File: src/rtl/serial_link_sync_ctrl.sv
// Comma-based byte alignment and lock controller for the serial receive path.
// Hunts for COMMA bitwise, confirms it on a fixed boundary, then delivers data bytes while locked.
module serial_link_sync_ctrl #(
   parameter logic [7:0] COMMA      = 8'hBC,
   parameter int         LOCK_COUNT = 4,
   parameter int         MAX_GAP    = 64
) (
   input  logic       clk_8f,
   input  logic       reset,
   input  logic       enable,
   input  logic       data_in,
   output logic [7:0] byte_out,
   output logic       byte_valid,
   output logic       comma_det,
   output logic       lock,
   output logic       loss_of_lock,
   output logic [1:0] state
);

   localparam int CW = $clog2(LOCK_COUNT + 1);
   localparam int GW = $clog2(MAX_GAP + 1);
   localparam logic [CW-1:0] LOCK_C = CW'(LOCK_COUNT);
   localparam logic [GW-1:0] GAP_C  = GW'(MAX_GAP);

   typedef enum logic [1:0] {
      HUNT   = 2'd0,
      SYNC   = 2'd1,
      LOCKED = 2'd2
   } state_t;

   state_t          st;
   logic [7:0]      sr;
   logic [2:0]      bit_cnt;
   logic [CW-1:0]   comma_cnt;
   logic [GW-1:0]   gap_cnt;

   logic [7:0]      nxt;
   logic            is_comma;
   logic            boundary;
   logic [CW-1:0]   comma_inc;
   logic [GW-1:0]   gap_inc;

   // NOTE: every always_comb output gets a value on every path, so no latch is inferred.
   always_comb begin
      nxt       = {sr[6:0], data_in};
      is_comma  = (nxt == COMMA);
      boundary  = (bit_cnt == 3'd7);
      comma_inc = (comma_cnt == LOCK_C) ? comma_cnt : comma_cnt + CW'(1);
      gap_inc   = (gap_cnt == GAP_C) ? gap_cnt : gap_cnt + GW'(1);
   end

   assign state = st;

   // NOTE: all state lives in this one block and uses non-blocking assignments only.
   always_ff @(posedge clk_8f or posedge reset) begin
      if (reset) begin
         st           <= HUNT;
         sr           <= '0;
         bit_cnt      <= '0;
         comma_cnt    <= '0;
         gap_cnt      <= '0;
         byte_out     <= 8'h00;
         byte_valid   <= 1'b0;
         comma_det    <= 1'b0;
         lock         <= 1'b0;
         loss_of_lock <= 1'b0;
      end else begin
         sr           <= nxt;
         byte_valid   <= 1'b0;
         comma_det    <= 1'b0;
         loss_of_lock <= 1'b0;

         if (!enable) begin
            st        <= HUNT;
            bit_cnt   <= '0;
            comma_cnt <= '0;
            gap_cnt   <= '0;
            lock      <= 1'b0;
         end else begin
            case (st)
               HUNT: begin
                  bit_cnt <= '0;
                  if (is_comma) begin
                     st        <= SYNC;
                     comma_cnt <= CW'(1);
                  end
               end

               SYNC: begin
                  bit_cnt <= bit_cnt + 3'd1;
                  if (boundary) begin
                     if (is_comma) begin
                        comma_det <= 1'b1;
                        comma_cnt <= comma_inc;
                        if (comma_inc == LOCK_C) begin
                           st      <= LOCKED;
                           lock    <= 1'b1;
                           gap_cnt <= '0;
                        end
                     end else begin
                        // The rejected byte is dropped; hunting restarts on fresh bits.
                        st        <= HUNT;
                        bit_cnt   <= '0;
                        comma_cnt <= '0;
                     end
                  end
               end

               LOCKED: begin
                  bit_cnt <= bit_cnt + 3'd1;
                  if (boundary) begin
                     byte_out <= nxt;
                     if (is_comma) begin
                        comma_det <= 1'b1;
                        gap_cnt   <= '0;
                     end else begin
                        byte_valid <= 1'b1;
                        gap_cnt    <= gap_inc;
                        if (gap_inc == GAP_C) begin
                           st           <= HUNT;
                           lock         <= 1'b0;
                           loss_of_lock <= 1'b1;
                           bit_cnt      <= '0;
                           comma_cnt    <= '0;
                           gap_cnt      <= '0;
                        end
                     end
                  end
               end

               default: begin
                  st        <= HUNT;
                  bit_cnt   <= '0;
                  comma_cnt <= '0;
                  gap_cnt   <= '0;
                  lock      <= 1'b0;
               end
            endcase
         end
      end
   end

endmodule

File: config.mk
export PLATFORM = sky130hd
export DESIGN_NAME = serial_link_sync_ctrl
export DESIGN_NICKNAME = d
export VERILOG_FILES = /design/src/rtl/serial_link_sync_ctrl.sv
export SDC_FILE = /design/constraint.sdc
export NUM_CORES = 1
export LEC_CHECK = 0
export CORE_UTILIZATION = 55
export CTS_CLUSTER_DIAMETER = 60
export DETAILED_ROUTE_END_ITERATION = 8
export PLACE_DENSITY = 0.78
export SLEW_MARGIN = 20
export SYNTH_ARGS = -nofsm -noshare
export SYNTH_HDL_FRONTEND = slang
export SYNTH_SLANG_ARGS = --single-unit
export TNS_END_PERCENT = 100
File: constraint.sdc
create_clock -name clk_8f -period 2.59 [get_ports clk_8f]
set_input_delay 0.777 -clock clk_8f [delete_from_list [all_inputs] [get_ports clk_8f]]
set_output_delay 0.777 -clock clk_8f [all_outputs]
set_load 0.02 [all_outputs]
==> results.json, run 1 <==
{
  "worstPathCellList": "inv_1 > ha_1 > or3b_1 > a311oi_2 > nand2_2 > a31o_2 > a22oi_1 > o21ai_0",
  "worstMarginPinSlew_ns": 0.528,
  "nFillCells": 217,
  "clk_latency_ns": 0.33,
  "vias_per_cell": 5.78,
  "drtIter0Drc": 83,
  "powerDensity_mw_per_mm2": 616,
  "core_area_mm2": 0.00303,
  "netlist_instances": 162,
  "die_w_um": 58.3,
  "diodes": 0,
  "setup_viol_count_final": 0,
  "layout.nets": 205,
  "ctsLongestPathBuffers": 2,
  "crit_required_ns": 2.80,
  "flow.area_growth_from_synthesis_pct": 22.6,
  "ys_warn_count": 0,
  "drt_wl_total_mm": 3.46,
  "cts_buffers": 5,
  "start_kind": "flip-flop",
  "period_needed_ns": 2.44,
  "slew_headroom": 0.648,
  "grt_pass1_wl_mm": 5.78,
  "cts.sinks": 34,
  "drcViolationCount": 0,
  "syn_area_per_cell_um2": 10.8,
  "fin_ws_ns": 0.146,
  "ir_drop_mv": 0.371,
  "io_pins": 18,
  "clk_pin_slew_worst_paths_ns": 0.09,
  "status": "finished, final reports clean",
  "start_util": 0.575,
  "grt_pass1_vias": 1340,
  "dpl.hpwl_mm": 2.44,
  "crit_arrival_ns": 2.65,
  "die_y_um": 58.3,
  "design_area_mm2": 0.00214,
  "timing.final.hold_violations": 0,
  "layout-drive-gt1-share": 0.198,
  "io_buffers": 17,
  "min_path_type": "flip-flop to flip-flop",
  "crit_buf_inv": 1,
  "synth_area_mm2": 0.00174,
  "period_share": 0.944,
  "fmax_ghz": 0.409,
  "cp_top_family": "compound AO/OA/AOI/OAI gates",
  "yosys_register_bits": 34,
  "pre_cts_slack_ns": -0.287,
  "drtPass1Iterations": 4,
  "drv_slew": 0,
  "worst_setup_path_end_kind": "flip-flop",
  "ant_nets": 0,
  "cap_violations": 0,
  "leakagePower_uw": 0.000981,
  "wl_per_cell_um": 14.7,
  "path_class": "flip-flop to flip-flop",
  "cpMaxStageDelayCell": "dfrtp_1",
  "num_rows": 20,
  "whs_ns": 0.407,
  "grt_max_degree": 35,
  "cpPeakStageDelay_ns": 0.46,
  "cts_tree": "built",
  "num_vias": 1365,
  "dieArea_mm2": 0.00340,
  "htreeDepth": 2,
  "antenna_found_initial": 0,
  "overflow": 0,
  "ys_seq_area_frac": 0.489,
  "syn_nets": 175,
  "cts_root_buffer": "clkbuf_4",
  "place_area_mm2": 0.00202,
  "synth_cell_types": 42,
  "layout_commonest_cell": "dfrtp_1",
  "layout_common_cells": "dfrtp_1, clkdlybuf4s50_1, nand2_1, o21ai_0, buf_4",
  "async_flop_share": 1.00,
  "cp_max_fo": 7,
  "synth_edf_count": 0,
  "grtUsageTotal": 0.229,
  "gp_congestion": 0.808,
  "ys.flop_type": "dfrtp_1",
  "clock_skew_ns": 0.00302
}
## final cells by class
type                       count  area [um2]  share of cell area
clock buffer                   6        51.3              0.0240
clock inverter                 1        30.0              0.0141
inverter                       9        33.8              0.0158
multi-input combinational    115         867               0.406
sequential                    34         851               0.398
tap                           44        55.1              0.0258
timing repair buffer          27         248               0.116
## power breakdown
group,internal [uW],switching (uW),leakage (uW),total [uW]
sequential,561,31.3,0.000455,592
clock,225,166,0.0000443,390
combinational,143,192,0.000482,334
total,928,389,0.000981,1320
## worst register-to-register path: stages (launching register included)
cell and delay [ns]:
dfrtp_1 0.46, inv_1 0.10, ha_1 0.25, or3b_1 0.40, a311oi_2 0.36, nand2_2 0.14
a31o_2 0.32, a22oi_1 0.19, o21ai_0 0.12
## flip-flops by register name, indices dropped and copies added, names as in the netlist
register and cells:
state 2, lock 1, gap_cnt 7, bit_cnt 3
comma_cnt 3, comma_det 1, byte_out 8, byte_valid 1
sr 7, loss_of_lock 1
## path summary, 6_finish.rpt
path	start	cells past startpoint	end	slack [ns]
max	comma_cnt[0]	8	gap_cnt[6]	0.15
min	sr[2]	0	sr[3]	0.41
max reg2reg	comma_cnt[0]	8	gap_cnt[6]	0.15
min reg2reg	sr[2]	0	sr[3]	0.41
max in group asynchronous	reset	3	sr[2]	1.48
min in group asynchronous	reset	3	state[0]	0.82
## cells in the mapped netlist (2+ instances only)
| cell | count | area, um2 |
|---|---|---|
| nand4_1 | 3 | 18.8 |
| o211ai_1 | 2 | 15.0 |
| nor3_1 | 2 | 10.0 |
| nor3b_1 | 2 | 15.0 |
| mux2_2 | 8 | 90.1 |
| nand2b_1 | 4 | 25.0 |
| inv_1 | 9 | 33.8 |
| o21ai_0 | 11 | 55.1 |
| mux2i_1 | 4 | 40.0 |
| ha_1 | 9 | 113 |
| nand2_1 | 11 | 41.3 |
| a21oi_1 | 6 | 30.0 |
| buf_2 | 2 | 10.0 |
| a211oi_1 | 2 | 15.0 |
| and4_1 | 3 | 26.3 |
| and3_1 | 3 | 18.8 |
| and2_1 | 2 | 12.5 |
| o31ai_1 | 3 | 22.5 |
| nor2_1 | 10 | 37.5 |
| dfrtp_1 | 34 | 851 |
| nand4b_1 | 2 | 17.5 |
| clkbuf_1 | 2 | 7.51 |
| nand3_1 | 7 | 35.0 |
| a22oi_1 | 2 | 15.0 |
| nor2b_1 | 2 | 12.5 |
## through the flow
step	total power [uW]	TNS, ns	util	std cells
2_1_floorplan	804	0	-	162
3_3_place_gp	900	-1.54	0.666	228
3_5_place_dp	907	-2.49	0.666	228
4_1_cts	1300	0	0.693	235
5_1_grt	1370	-0.0101	0.705	236
6_report	1320	0	0.705	236
## cells by family (layout without fill, tap and decap cells)
logic type      count (synthesis)  in the layout  synth area share
simple gates                   57             57             0.188
flops                          34             34             0.489
buf+inv                        13             43            0.0295
mux                            12             12            0.0747
fa+ha+maj                       9              9            0.0647
compound gates                 35             35             0.145
xor+xnor                        2              2            0.0101
## routing by layer
| metal | global-route usage | up-vias | wire length [um] | share of wire |
|---|---|---|---|---|
| met2 | 0.351 | 36 | 1600 | 0.46 |
| met4 | 0.126 | 0 | 63 | 0.018 |
| met3 | 0.0714 | 8 | 175 | 0.051 |
| met5 | 0 | - | 0 | 0 |
| met1 | 0.289 | 673 | 1620 | 0.47 |
| li1 | - | 648 | - | - |
## repair_timing
item | 4_1_cts | 5_1_grt
endpoints found under the hold margin | 0 | 0
setup endpoints to repair | 0 | 5
resized for setup | 0 | 7
hold buffers | 0 | 0
setup buffers | 0 | 1
Power figures use the tool's default switching activity.
==> inputs of run 2 (changes only) <==
- clock period: 2.59 -> 2.9 ns (I/O delays scaled with it)
==> results.json, run 2 (synthesized netlist as in run 1, its figures left out) <==
{
  "status": "finished, final reports clean",
  "start_util": 0.575,
  "largest_register_ffs": 8,
  "ctsResizeCount": 0,
  "regArea_um2": 851,
  "grt_pass1_vias": 1226,
  "drt_wl_total_mm": 3.33,
  "fmax_ghz": 0.389,
  "crit_arrival_ns": 2.84,
  "antenna_found_initial": 0,
  "layout_commonest_cell": "dfrtp_1",
  "drv_slew": 0,
  "die_y_um": 58.3,
  "ff2ff_path_depth": 8,
  "leakagePower_uw": 0.000939,
  "final_util": 0.686,
  "min_path_type": "flip-flop to flip-flop",
  "path_class": "input port to flip-flop",
  "overflow": 0,
  "crit_required_ns": 3.17,
  "grtUsageTotal": 0.222,
  "drtIter0Drc": 64,
  "cap_violations": 0,
  "layout_common_cells": "dfrtp_1, clkdlybuf4s50_1, nand2_1, o21ai_0, nor2_1",
  "worstMarginPinSlew_ns": 0.460,
  "cp_max_fo": 6,
  "cts_setup_buffers": 0,
  "ant_nets": 0,
  "dp.cells": 222,
  "htreeDepth": 2,
  "flow.area_growth_from_synthesis_pct": 19.3,
  "setup_viol_count_final": 0,
  "ctsLongestPathBuffers": 2,
  "power.total_uw": 1230,
  "grt_max_degree": 35,
  "slew_headroom": 0.690,
  "layout-drive-gt1-share": 0.145,
  "rsz0062_at_grt": "no",
  "dpl.hpwl_mm": 2.45,
  "core_area_mm2": 0.00303,
  "gp_congestion": 0.815,
  "cts_root_buffer": "clkbuf_4",
  "cts_tree": "built",
  "hold_depth": 0,
  "period_needed_ns": 2.57,
  "start_kind": "input port",
  "io_pins": 18,
  "instances_no_fill": 230,
  "ir_drop_mv": 0.425,
  "clock_skew_ns": 0.0111,
  "powerDensity_mw_per_mm2": 591,
  "tns_ns": 0,
  "diodes": 0,
  "max_flop_register": "byte_out",
  "num_vias": 1308,
  "cts_buffers": 5,
  "cts.sinks": 34,
  "worst_setup_path_end_kind": "flip-flop",
  "die_w_um": 58.3,
  "clk_latency_ns": 0.34,
  "dieArea_mm2": 0.00340,
  "clk_pin_slew_worst_paths_ns": 0.11,
  "nFillCells": 253,
  "io_buffers": 17,
  "num_rows": 20,
  "timing.final.hold_violations": 0,
  "drtPass1Iterations": 7,
  "rrSetupSlack_ns": 0.43,
  "largestRegisters": "byte_out (8), gap_cnt (7), sr (7)",
  "vias_per_cell": 5.69,
  "layout.nets": 198,
  "drcViolationCount": 0,
  "period_share": 0.887,
  "cts_hold_buffers": 0,
  "multi_input_area_um2": 840,
  "wl_per_cell_um": 14.5,
  "grt_pass1_wl_mm": 5.54
}
==> run 2: critical path: stages <==
cell and delay (ns):
clkdlybuf4s50_1 0.44, or4bb_1 0.56, nor2_4 0.16, mux2i_1 0.23, o21ai_2 0.12, a211oi_1 0.24
mux2i_1 0.22
==> run 2: stage by stage <==
stage	hold WS, ns	instance area [um2]	worst slack, ns
2_1_floorplan	0.362	1740	0.502
3_3_place_gp	0.380	1970	0.0251
3_5_place_dp	0.381	1970	-0.0193
4_1_cts	0.412	2080	0.351
5_1_grt	0.432	2080	0.236
6_report	0.412	2080	0.328
==> run 2: layout make-up <==
type / count / area share
Multi-Input combinational cell: 115 / 0.404
Clock inverter: 3 / 0.0331
Clock buffer: 5 / 0.0181
Sequential cell: 34 / 0.409
Inverter: 9 / 0.0163
Tap cell: 44 / 0.0265
Timing Repair Buffer: 20 / 0.0927
==> run 2: path summary, 6_finish.rpt <==
check,start,end
min in group asynchronous,reset,byte_out[0]
worst max-delay path,data_in,state[0]
max in group asynchronous,reset,gap_cnt[3]
worst min register to register,sr[0],sr[1]
worst min-delay path,sr[0],sr[1]
worst max register to register,comma_cnt[0],gap_cnt[6]
==> run 2: routing by layer <==
metal | share of wire | GRT usage
met5 | 0 | 0
met4 | 0.014 | 0.0918
met3 | 0.047 | 0.0670
met2 | 0.46 | 0.348
met1 | 0.48 | 0.290
==> run 2: report_power, final <==
group          leakage [uW]  switching, uW  total, uW  internal (uW)
clock network     0.0000554            166        436            270
logic              0.000428            157        260            104
registers          0.000455           30.3        531            501
total              0.000939            353       1230            874
